[config.mk]
export PLATFORM = sky130hd
export DESIGN_NAME = vsfx_wb
export DESIGN_NICKNAME = d
export VERILOG_FILES = /design/src/rtl/vsfx_wb.sv
export SDC_FILE = /design/constraint.sdc
export NUM_CORES = 1
export LEC_CHECK = 0
export CAP_MARGIN = 5
export CORE_ASPECT_RATIO = 0.75
export CORE_MARGIN = 3
export CORE_UTILIZATION = 41
export DETAILED_ROUTE_END_ITERATION = 12
export GPL_TIMING_DRIVEN = 0
export HOLD_SLACK_MARGIN = 0.03
export PLACE_DENSITY = 0.66
export SLEW_MARGIN = 0
export SYNTH_ARGS = -nofsm -noshare
export SYNTH_HDL_FRONTEND = slang
export SYNTH_SLANG_ARGS = --single-unit
[constraint.sdc]
create_clock -name clk -period 3.85 [get_ports clk]
set_input_delay 0.77 -clock clk [delete_from_list [all_inputs] [get_ports clk]]
set_output_delay 0.77 -clock clk [all_outputs]
set_load 0.01 [all_outputs]
[src/rtl/vsfx_wb.sv]
// Writeback stage for the vector simple fixed-point unit: in-order result FIFO
// feeding the VR file write port, plus sticky VSCR[SAT] and CR6 tracking.
// Optional define VSFX_WB_BYPASS_EN adds a youngest-match forwarding search of queued results.
module vsfx_wb #(
    parameter int DEPTH = 4,
    parameter int AW    = 2
) (
    input  logic         clk,
    input  logic         rst,
    input  logic         in_valid,
    input  logic [127:0] in_vrt,
    input  logic         in_sat,
    input  logic [3:0]   in_cr6,
    input  logic [4:0]   in_tgt,
    input  logic         in_rc,
    output logic         in_ready,
    output logic         rf_we,
    output logic [4:0]   rf_addr,
    output logic [127:0] rf_data,
    input  logic         rf_ack,
    output logic         vscr_sat,
    input  logic         vscr_clr,
    output logic [3:0]   cr6,
    output logic         cr6_upd
`ifdef VSFX_WB_BYPASS_EN
    ,
    input  logic [4:0]   byp_addr,
    output logic         byp_hit,
    output logic [127:0] byp_data
`endif
);

    typedef struct packed {
        logic [4:0]   tgt;
        logic [127:0] vrt;
    } wb_entry_t;

    localparam logic [AW:0] FULL = (AW+1)'(DEPTH);

    wb_entry_t       mem [DEPTH];
    logic [AW-1:0]   wr_ptr, rd_ptr;
    logic [AW:0]     count;
    logic            push, pop;

    // in_ready looks only at registered count, so a full FIFO never takes a
    // push even when the head is popped in the same cycle.
    assign in_ready = (count != FULL);
    assign rf_we    = (count != '0);
    assign push     = in_valid && in_ready;
    assign pop      = rf_we && rf_ack;
    assign rf_addr  = rf_we ? mem[rd_ptr].tgt : 5'd0;
    assign rf_data  = rf_we ? mem[rd_ptr].vrt : 128'd0;

    always_ff @(posedge clk or posedge rst) begin
        if (rst) begin
            wr_ptr <= '0;
            rd_ptr <= '0;
            count  <= '0;
        end else begin
            if (push) wr_ptr <= wr_ptr + 1'b1;
            if (pop)  rd_ptr <= rd_ptr + 1'b1;
            case ({push, pop})
                2'b10:   count <= count + 1'b1;
                2'b01:   count <= count - 1'b1;
                default: count <= count;
            endcase
        end
    end

    // Payload storage needs no reset; count gates every read of it.
    always_ff @(posedge clk) begin
        if (push) mem[wr_ptr] <= '{tgt: in_tgt, vrt: in_vrt};
    end

    // Status is committed at acceptance, ahead of the VR write.
    always_ff @(posedge clk or posedge rst) begin
        if (rst) begin
            vscr_sat <= 1'b0;
            cr6      <= 4'd0;
            cr6_upd  <= 1'b0;
        end else begin
            if (push && in_sat)  vscr_sat <= 1'b1;
            else if (vscr_clr)   vscr_sat <= 1'b0;
            cr6_upd <= push && in_rc;
            if (push && in_rc)   cr6 <= in_cr6;
        end
    end

`ifdef VSFX_WB_BYPASS_EN
    logic [AW-1:0] byp_idx;

    // Walk oldest to youngest so the last match wins.
    always_comb begin
        byp_hit  = 1'b0;
        byp_data = '0;
        byp_idx  = '0;
        for (int i = 0; i < DEPTH; i++) begin
            byp_idx = rd_ptr + AW'(i);
            if (((AW+1)'(i) < count) && (mem[byp_idx].tgt == byp_addr)) begin
                byp_hit  = 1'b1;
                byp_data = mem[byp_idx].vrt;
            end
        end
    end
`endif

endmodule
-- Yosys cells after proc, flatten, opt, wreduce, memory -nomap -nowiden
Memories as Yosys holds them, arrays and structs flattened.
Index checks and enable logic that the tools add are counted.
- eq/ne operators: 3
- multiplexer cells: 7
- reduce and logical (&&, ||, !) cells: 7
- $add $sub $neg: 4
- operators with widths (cell ; number):
    $mux 128 ; 1
    $pmux 3 s2 ; 1
    $mux 5 ; 1
    $add 2x1->2 const B ; 2
    $logic_and 1x1->1 ; 4
    $mux 1 ; 4
    $reduce_bool 2->1 ; 2
    $add 3x1->3 const B ; 1
    $ne 3x3->1 const B ; 1
    $reduce_bool 3->1 ; 1
    $sub 3x1->3 const B ; 1
    $eq 2x1->1 const B ; 1
    $eq 2x2->1 const B ; 1
- input port bits: 144
- memories kept: 1
- memory bits (writable): 532
- output and inout port bits: 141
- flip-flop bits (word level): 13
- memories (memory ; depth ; bits a word ; read ports ; clocked after memory_dff ; write ports ; line ; text):
    mem ; 4 ; 133 ; 1 ; 0 ; 1 ; 40 ; wb_entry_t mem [DEPTH];

-- Depth between registers and ports, before layout
- depth in word-level cells: 4
- mapped depth: 10

-- Worst setup path before layout
OpenSTA, ideal clock, no wires.
- path type: input -> register
- from: input in_valid
- to: memory mem[3][0] (netlist name), enable pin
- data arrival time: 2.433 ns
- stages: 1
- path buffers: 0
- setup time: 0.433 ns
- setup slack: 0.984 ns
- data required time: 3.417 ns
- cells stage by stage: and3_2
- word-level cells in the longest chain between the ends: 3
- RTL lines (element ; line ; text):
    from (decl) ; 10 ; input logic in_valid,
    $logic_and 1x1->1 ; 49 ; assign push = in_valid && in_ready;
    $mux 1 ; 72 ; if (push) mem[wr_ptr] <= '{tgt: in_tgt, vrt: in_vrt};
    $mux 1 (not written as such) ; 72 ;
    to (decl) ; 40 ;
Every way passes these cells.

-- Worst setup path after layout
- from: register count[0]
- to: output rf_data[110]
- word-level cells in the longest chain between the ends: 2
- RTL lines (element ; line ; text):
    from (decl) ; 42 ; logic [AW:0] count;
    from (signal assigned) ; 63 ; 2'b10: count <= count + 1'b1;
    from (signal assigned) ; 64 ; 2'b01: count <= count - 1'b1;
    from (signal assigned) ; 65 ; default: count <= count;
    $reduce_bool 3->1 ; 48 ; assign rf_we = (count != '0);
    $mux 128 ; 52 ; assign rf_data = rf_we ? mem[rd_ptr].vrt : 128'd0;
    to (decl) ; 19 ; output logic [127:0] rf_data,
Every way passes these cells.

==> run metrics <==
setup TNS=0 ns; Final ANT Viol Nets=0; CTS root buf=clkbuf_16; Initial DRC Count=705; Vias/cell=~5.1; Place WS=~0.25 ns; fin nets=about 1,400; Yosys top cell area share=between 70 and 80%; CP Launch Type=register; total track usage=between 15 and 20%; cell taking the most area after synthesis=edfxtp_1; Leak=about 8.5 nW; GPL Wtd Cong=0.681; Crit path depth=6; RR Endpoint=count[2]; CP Capture Type=primary output; antenna violations before repair=1; first-pass GRT wire length=about 67,000 um; CTS tree=yes; drt wl/cell=between 20 and 25 um; worst-path cell chain=or3_1, buf_2, clkbuf_4, clkbuf_2, and2_1, clkdlybuf4s50_1; Setup Skew=0.0189 ns; max-slew violation count=0; Core Util, Final=53.3%; R2R setup slack=roughly 1.4 ns; crit-path max cell delay=0.55 ns; Synth Instances=between 800 and 900; FF-to-FF Start=count[0]; min-delay src=count[2]; final period utilization=between 90% and 100%; worst min-delay path category=reg2reg; Max-Cap Viols=0; CTS max path bufs=3; Netlist Area Pre-Place=approximately 0.021 mm2; CTS Buf Count=53; WS Path Type=reg2out; most common cell after layout, fill and taps aside=edfxtp_1; RSZ-0062 raised after global routing=no; Worst Path Required=just over 3 ns; total core area=just under 0.05 mm2; crit path DAT=between 2 and 3 ns; final setup fails=0; Synth Area per Inst=23.1 um2; Die Wd=around 270 um; clock latency on the worst-skew pair=0.58 ns; die area=between 0.05 and 0.06 mm2; Die Y=201 um; Slew HR=a little over half; post-cts repair resize count=6; vias=9,876; slack of the critical path=around 0.19 ns; Initial DRT Pass Iterations=5; CP Max Fanout=10; Worst-Margin Slew=roughly 0.7 ns; Post-DP HPWL=roughly 27,000 um; Layout area overhead=26.7%; Yosys warnings=0; Starting Density=42.0%; Layout fillers=3,805; Rows=70; Bufs and invs on worst path=4; largest cells by area after synthesis=edfxtp_1, mux4_2, and2_1, dfrtp_1, buf_2; wirelength, routed=between 40,000 and 50,000 um; minimum clock period=between 3 and 4 ns; vias in the first global route=10,696; post-synthesis sequential area ratio=78.7%; Reg2Reg Depth=10; hold_buf cts=0; DRC Markers=0; IO Pins=approximately 290; cell at the slowest stage of the critical path=clkdlybuf4s50_1; largest net degree at the start of global routing=between 50 and 60; Clk pin slew, worst setup/hold paths=~0.07 ns; Overflow after GRT=0; final hold vios=0; kind of cell adding the most delay to the critical path=buffers and inverters; post-CTS setup buffers=0; clk sinks=between 500 and 600; layout cells sized above 1=19.7%; most frequent cells in the layout=edfxtp_1, clkdlybuf4s50_1, and2_1, mux4_2, clkbuf_16; post-synth cell types=23; status=completed; syn_nets=between 1,000 and 1,500; Hold Path Sink=count[2]; power per cell area=802 mW/mm2; Buffers on Ports=284; Hold Path Cell Cnt=1; achievable frequency=between 200 and 300 MHz; peak supply drop=0.386 mV; htree depth=2; register bit total from synthesis=about 550
worst max path at each step:
stage	start	endpoint	slack [ns]
after floorplan	in_valid	mem[3][0]	0.98
after global placement	in_valid	mem[0][8]	-1.08
after detailed placement	count[0]	rf_data[110]	0.25
after CTS	rd_ptr[1]	rf_data[110]	0.02
after global routing	count[0]	rf_data[111]	0.02
final	count[0]	rf_data[110]	0.19
kinds of logic (layout without fill, tap and decap cells):
| group | after synthesis | count (layout) | synth area share (%) |
|---|---|---|---|
| flops | 545 | 545 | 78.7 |
| other cells | 0 | 1 | 0 |
| mux | 139 | 139 | 14.8 |
| fa+ha+maj | 6 | 6 | 0.399 |
| compound gates | 1 | 1 | 0.0423 |
| xor+xnor | 6 | 6 | 0.254 |
| simple gates | 144 | 144 | 4.39 |
| buf+inv | 55 | 441 | 1.39 |
cell usage after synthesis:
library cell / count
edfxtp_1: 532
and2_1: 134
mux4_2: 133
clkbuf_1: 21
buf_2: 18
dfrtp_1: 13
buf_6: 8
inv_1: 8
ha_1: 5
and3_2: 4
mux2_4: 4
xnor2_1: 3
xor2_1: 3
a22o_1: 1
and2_0: 1
and3_4: 1
fa_1: 1
mux2_2: 1
mux2i_1: 1
nand3_1: 1
nor2_1: 1
or3_1: 1
or3b_1: 1
final cells by class:
cell class,count,area [um2],area share (%)
repair buffers,292,3060,11.7
plain buffers,47,277,1.05
clock inverters,22,189,0.720
flip-flops and latches,545,16300,62.1
inverters,8,30.0,0.114
well taps,648,811,3.09
diodes,1,2.50,0.00953
clock buffers,72,1440,5.48
multi-input cells,296,4150,15.8
routing by layer:
layer / part of all wire, % / vias up / global-route usage [%]
li1: - / 4358 / -
met1: 45 / 5176 / 23.6
met2: 48 / 272 / 26.0
met3: 5.9 / 68 / 3.64
met4: 2.0 / 2 / 4.15
met5: 0.027 / - / 0
report_power, final:
part / switching (mW) / internal (mW) / total, mW / leakage [nW]
logic: 3.73 / 4.33 / 8.06 / 2.71
registers: 0.232 / 7.82 / 8.06 / 5.03
clock network: 2.12 / 2.81 / 4.93 / 0.783
total: 6.08 / 15.0 / 21.1 / 8.52
worst register-to-register path, cell delays in order (launching register included):
cell     delay (ns)
dfrtp_1        0.41
or3b_1         0.40
buf_6          0.15
and2_0         0.28
inv_1          0.12
ha_1           0.19
inv_1          0.06
fa_1           0.37
xor2_1         0.15
nor2_1         0.12
xor2_1         0.15
sequential cells by signal (all words and copies together), names as in the netlist:
register,cells
vscr_sat,1
wr_ptr,2
cr6,4
mem,532
count,3
rd_ptr,2
cr6_upd,1
metrics by stage:
stage	std cells	hold slack (ns)	power, mW	instance area, um2
6_report	1931	0.496	21.1	26300
5_1_grt	1930	0.519	22.1	26300
4_1_cts	1930	0.504	21.4	26200
3_5_place_dp	1836	0.491	16.4	24600
3_3_place_gp	1828	0.474	16.3	24400
2_1_floorplan	896	0.446	12.5	20700
(Power assumes the default switching activity.)
